--- src/rtl/rotate_job_sequencer.sv ---
// Job FIFO plus beat expander feeding the 8-bit rotate-left barrel shifter.
// Define ROT_CLAMP_EN to store job_max==7 as 6, which keeps the shifter's zeroing code 7 unused.
module rotate_job_sequencer #(
  parameter int DEPTH = 4,
  parameter int PTR_W = 2
) (
  input  logic             clk,
  input  logic             rst,
  input  logic             job_valid,
  output logic             job_ready,
  input  logic [7:0]       job_data,
  input  logic [2:0]       job_max,
  input  logic             abort,
  output logic             sh_valid,
  input  logic             sh_ready,
  output logic [7:0]       sh_d_in,
  output logic [2:0]       sh_amount,
  output logic             sh_last,
  output logic             busy,
  output logic [PTR_W:0]   fifo_count
);

  localparam logic [PTR_W:0] LP_DEPTH = (PTR_W+1)'(DEPTH);

  typedef enum logic {S_IDLE, S_RUN} state_t;

  state_t           r_state;
  logic [7:0]       r_mem_d [DEPTH];
  logic [2:0]       r_mem_m [DEPTH];
  logic [PTR_W-1:0] r_wr_ptr;
  logic [PTR_W-1:0] r_rd_ptr;
  logic [PTR_W:0]   r_count;
  logic [7:0]       r_d;
  logic [2:0]       r_amt;
  logic [2:0]       r_max;
  logic             r_valid;
  logic             r_last;

  logic       w_push;
  logic       w_pop;
  logic       w_hs;
  logic [2:0] w_max_in;
  logic [7:0] w_head_d;
  logic [2:0] w_head_m;

`ifdef ROT_CLAMP_EN
  assign w_max_in = (job_max == 3'd7) ? 3'd6 : job_max;
`else
  assign w_max_in = job_max;
`endif

  assign job_ready = !rst && (r_count != LP_DEPTH);
  assign w_push    = job_valid && job_ready && !abort;
  assign w_hs      = r_valid && sh_ready;
  // Pop needs an occupied FIFO at the start of the cycle; a same-cycle push cannot feed it.
  assign w_pop     = (r_count != '0) && ((r_state == S_IDLE) || (w_hs && r_last));
  assign w_head_d  = r_mem_d[r_rd_ptr];
  assign w_head_m  = r_mem_m[r_rd_ptr];

  assign sh_valid   = r_valid;
  assign sh_d_in    = r_d;
  assign sh_amount  = r_amt;
  assign sh_last    = r_last;
  assign busy       = (r_state == S_RUN) || (r_count != '0);
  assign fifo_count = r_count;

  always_ff @(posedge clk) begin
    if (w_push) begin
      r_mem_d[r_wr_ptr] <= job_data;
      r_mem_m[r_wr_ptr] <= w_max_in;
    end
  end

  always_ff @(posedge clk) begin
    if (rst) begin
      r_state  <= S_IDLE;
      r_wr_ptr <= '0;
      r_rd_ptr <= '0;
      r_count  <= '0;
      r_d      <= '0;
      r_amt    <= '0;
      r_max    <= '0;
      r_valid  <= 1'b0;
      r_last   <= 1'b0;
    end else if (abort) begin
      r_state  <= S_IDLE;
      r_wr_ptr <= '0;
      r_rd_ptr <= '0;
      r_count  <= '0;
      r_valid  <= 1'b0;
      r_last   <= 1'b0;
    end else begin
      if (w_push) r_wr_ptr <= r_wr_ptr + PTR_W'(1);
      if (w_pop)  r_rd_ptr <= r_rd_ptr + PTR_W'(1);
      r_count <= r_count + (PTR_W+1)'(w_push) - (PTR_W+1)'(w_pop);
      // Loading the next job on the last handshake keeps jobs back-to-back.
      if (w_pop) begin
        r_state <= S_RUN;
        r_d     <= w_head_d;
        r_max   <= w_head_m;
        r_amt   <= 3'd0;
        r_last  <= (w_head_m == 3'd0);
        r_valid <= 1'b1;
      end else if ((r_state == S_RUN) && w_hs) begin
        if (r_last) begin
          r_state <= S_IDLE;
          r_valid <= 1'b0;
          r_last  <= 1'b0;
        end else begin
          r_amt  <= r_amt + 3'd1;
          r_last <= ((r_amt + 3'd1) == r_max);
        end
      end
    end
  end

endmodule
--- config.mk ---
export PLATFORM = sky130hd
export DESIGN_NAME = rotate_job_sequencer
export DESIGN_NICKNAME = d
export VERILOG_FILES = /design/src/rtl/rotate_job_sequencer.sv
export SDC_FILE = /design/constraint.sdc
export NUM_CORES = 1
export LEC_CHECK = 0
export BUFFER_PORTS_ARGS = -buffer_cell sky130_fd_sc_hd__buf_2
export CAP_MARGIN = 20
export CORE_MARGIN = 5
export CORE_UTILIZATION = 60
export DETAILED_ROUTE_END_ITERATION = 7
export PLACE_DENSITY = 0.94
export SLEW_MARGIN = 20
export SYNTH_ARGS = -nofsm -noshare
export SYNTH_HDL_FRONTEND = slang
export SYNTH_SLANG_ARGS = --single-unit
--- constraint.sdc ---
create_clock -name clk -period 5.5 [get_ports clk]
set_input_delay 0.55 -clock clk [delete_from_list [all_inputs] [get_ports clk]]
set_output_delay 0.55 -clock clk [all_outputs]
set_load 0.03 [all_outputs]
==> summary by stage <==
Placement
Prior to clock tree synthesis, the placed netlist has a worst setup slack of 2.67 ns. In this run the tool buffered the top-level ports with 33 buffer cells. Counting tap cells, the placed design contains a total of 259 instances. The weighted congestion reported at the end of routability-driven placement is 0.808. The detailed placement HPWL is 3240 um.

Synthesis
The most used flip-flop cell after synthesis is edfxtp_1. The share of Yosys cell area claimed by the top area cell type is 0.481. The synthesized netlist contains 33 unique library cells.

The synthesized flop and latch total is 69. The average footprint of a synthesized cell is 15.3 um^2. The biggest area contributor in the post-synthesis netlist is edfxtp_1. The post-synth design cell area is 2750 um^2. Ranked by total cell area, the synthesized netlist is headed by edfxtp_1, dfxtp_1, mux4_2.

Ranked by instance count, the synthesized netlist is headed by edfxtp_1, dfxtp_1, nor2_1, mux2i_1, mux4_2. The most common cell in the synthesized netlist is edfxtp_1. The share of flip-flops with an asynchronous set or reset after synthesis is 0. The number of enable flip-flop cells after synthesis is 44. For this run, the number of Yosys warnings is 0. The number of nets handed over by synthesis was 204.

For this run, the register share of the synthesized area comes to 0.663. In the synthesized netlist, the number of instances is 180.

GRT
Entering global routing, the biggest net connects 18 pins. The wire length of the first global-routing pass is 7560 um. The overall overflow remaining after global route is 0. The number of antenna violations at the first check in global routing is 0. The via count of the first global-routing pass is 1521. The aggregate global-route resource usage is 0.169.

Worst setup path
The endpoint required time on the critical path is 5.73 ns. The critical path arrival is 2.70 ns. In this design, the stage delay of the slowest critical-path cell is 0.41 ns.

STA classifies the critical path startpoint as a primary input. The cell with the biggest individual delay on the critical path is or2_2. The kind of critical path is primary input to register. The type of destination of the critical path is a register. In this run the worst path has a maximum fanout of 17.

Counting cells, the worst reg-to-reg path comes to 11. Traced cell by cell, the critical path runs through buf_2 -> or2_2 -> nor2_1 -> inv_1 -> ha_1 -> inv_1 -> ha_1 -> fa_1 -> xnor2_1 -> xnor2_1 -> nor2_1.

Detailed routing
In this run, the number of DRC markers left after iteration 0 of detailed routing was 76. In the final routed layout, each cell accounts on average for 16.8 um. The vias after detailed routing is 1485. The count of antenna-violating nets left after detailed routing is 0.

After detailed routing, the number of remaining DRC violations is 0. Using the TritonRoute via totals, the vias-per-cell ratio works out to 5.42. The first detailed-routing pass took 4 iterations. The sum of routed wire length over all layers is 4610 um.

Finish
The filler cells instantiated in the layout total 292. The antenna cell count is 0. The area growth from synthesis to layout is 14.5%. The finished layout holds 274 standard cells, fillers aside. In the final layout, the multi-input gates occupy 878 um^2. The share of cells above drive strength 1 is 0.270.

The final layout contains 242 nets. Registers take 1820 um^2. At the end of the flow the core is filled with cells to 0.717.

Timing
For the pin with the worst max-slew slack, the measured transition is 0.774 ns. The highest clock rate is 0.405 GHz. Once routing completed, OpenROAD measured the worst setup slack at 3.03 ns. Setup repair after global routing left no endpoint under its margin. The final period utilization is 0.449.

The final clock skew is 0.00456 ns. The number of slew-limit violations in the final report is 0. Setup violations remaining at the end of the flow were counted as 0. Adding up every negative setup slack in the final design gives 0 ns. The smallest clock period supported by the final layout is computed as 2.47 ns.

The number of hold violations in the final report is 0. Headroom to the max-slew limit came out at 0.480.

CTS
TritonCTS built the clock tree. Gates resized during post-CTS repair numbered 0. The clock passes through at most 2 buffers.

The number of CTS-inserted buffers is 9. The cell sitting at the root of the clock tree is a clkbuf_8. Once the clock tree was built, the setup fixing pass inserted 0 buffers.

Clock tree synthesis found a total of 69 sinks. The hold-fix buffer count after cts is 0. At the later pin of the worst-skew pair, clock insertion delay measures 0.33 ns. The H-tree generated during clock tree synthesis spans 3 levels. The clock slew at the register clock pins of the worst setup and hold paths is 0.06 ns.

Worst hold path
Along the worst hold path, the cell count comes to 1. The class of the tightest hold or removal check is primary input to register.

Job
Max-cap violations in this run came to 0.

Die
The height of the chip is 77.7 um. The floorplan die width is 77.7 um. The die area is 6030 um^2.

The starting density of the core is 0.626. The I/O pin total is 34. The floorplan step defined a core boundary enclosing 4380 um^2. Row generation in the floorplan step produced 24 rows.

Pwr
The net switching component of the power is 502 uW. Power spread over the standard cell area amounts to 484 nW/um^2. The cell internal power dissipation is 1020 uW. Summing internal, switching and leakage power gives 1520 uW. The share of total power dissipated in combinational logic is 0.316. Of the total power, the share spent switching nets is 0.329. For this design the static power due to leakage is 0.00117 uW. Of the total power, the clock network draws 0.252.

The maximum VDD drop is 0.289 mV. The sequential share of power is 0.431.

Status
The run finished with clean final reports.
[cell usage in the layout, fill, tap and decap left out, drive strengths merged, types with 5 or more instances in the layout]
cell	netlist	layout
nor2	21	21
clkbuf	4	13
ha	7	7
mux4	11	11
xnor2	5	5
mux2i	13	13
edfxtp	44	44
dfxtp	25	25
a21oi	6	6
inv	8	8
buf	2	33
and2	6	6
[metrics by stage]
step	instance area (um^2)	hold WS, ns
global route	3140	0.420
CTS	3140	0.410
floorplan	2750	0.481
global placement	2950	0.465
detailed placement	2950	0.470
finish	3140	0.425
[kinds of logic after synthesis]
logic type | synth area share
flip-flops | 0.663
AND/OR/NAND/NOR | 0.0788
buffers and inverters | 0.0210
XOR/XNOR | 0.0287
adder cells (fa/ha/maj) | 0.0392
multiplexers | 0.139
AO/OA/AOI/OAI | 0.0301
[power groups by stage]
stage | Sequential, uW | Clock [uW] | Combinational [uW]
floorplan | 707 | 0 | 326
global placement | 667 | 0 | 463
detailed placement | 669 | 0 | 479
CTS | 659 | 392 | 481
global route | 666 | 415 | 528
finish | 657 | 384 | 482
[worst max-delay path, delay by kind of cell]
family        cells  cell delay (ns)
fa+ha+maj         3             0.83
simple gates      3             0.68
buf+inv           3             0.31
xor+xnor          2             0.32
[area by class of cell]
cell class	instances	area share
timing repair buffer	33	0.0525
clock inverter	2	0.0111
sequential	69	0.579
multi-input combinational	97	0.279
inverter	8	0.00955
clock buffer	13	0.0474
tap	52	0.0207
[metal layers]
layer / part of all wire / up-vias / routed length [um] / global-route usage
li1: - / 732 / - / -
met1: 0.44 / 715 / 2050 / 0.222
met2: 0.49 / 33 / 2250 / 0.256
met3: 0.048 / 5 / 221 / 0.0394
met4: 0.020 / 0 / 90 / 0.103
met5: 0 / - / 0 / 0
[state kept, by name, summed over array words and instances (netlist names), named ones only]
| register | count |
|---|---|
| r_max | 3 |
| sh_valid | 1 |
| sh_d_in | 8 |
| r_rd_ptr | 2 |
| r_mem_d | 32 |
| fifo_count | 3 |
| r_wr_ptr | 2 |
| sh_amount | 3 |
| sh_last | 1 |
| r_mem_m | 12 |
[path summary, 6_finish.rpt]
path / startpoint / end / slack, ns
setup / recovery: rst / fifo_count[2]$_SDFF_PP0_ / 3.03
hold / removal: job_data[1] / r_mem_d[1][1]$_DFFE_PP_ / 0.42
setup reg to reg: fifo_count[1]$_SDFF_PP0_ / fifo_count[2]$_SDFF_PP0_ / 3.14
hold reg to reg: sh_amount[1]$_SDFFE_PP0P_ / sh_amount[1]$_SDFFE_PP0P_ / 0.48
(Power assumes the default switching activity.)
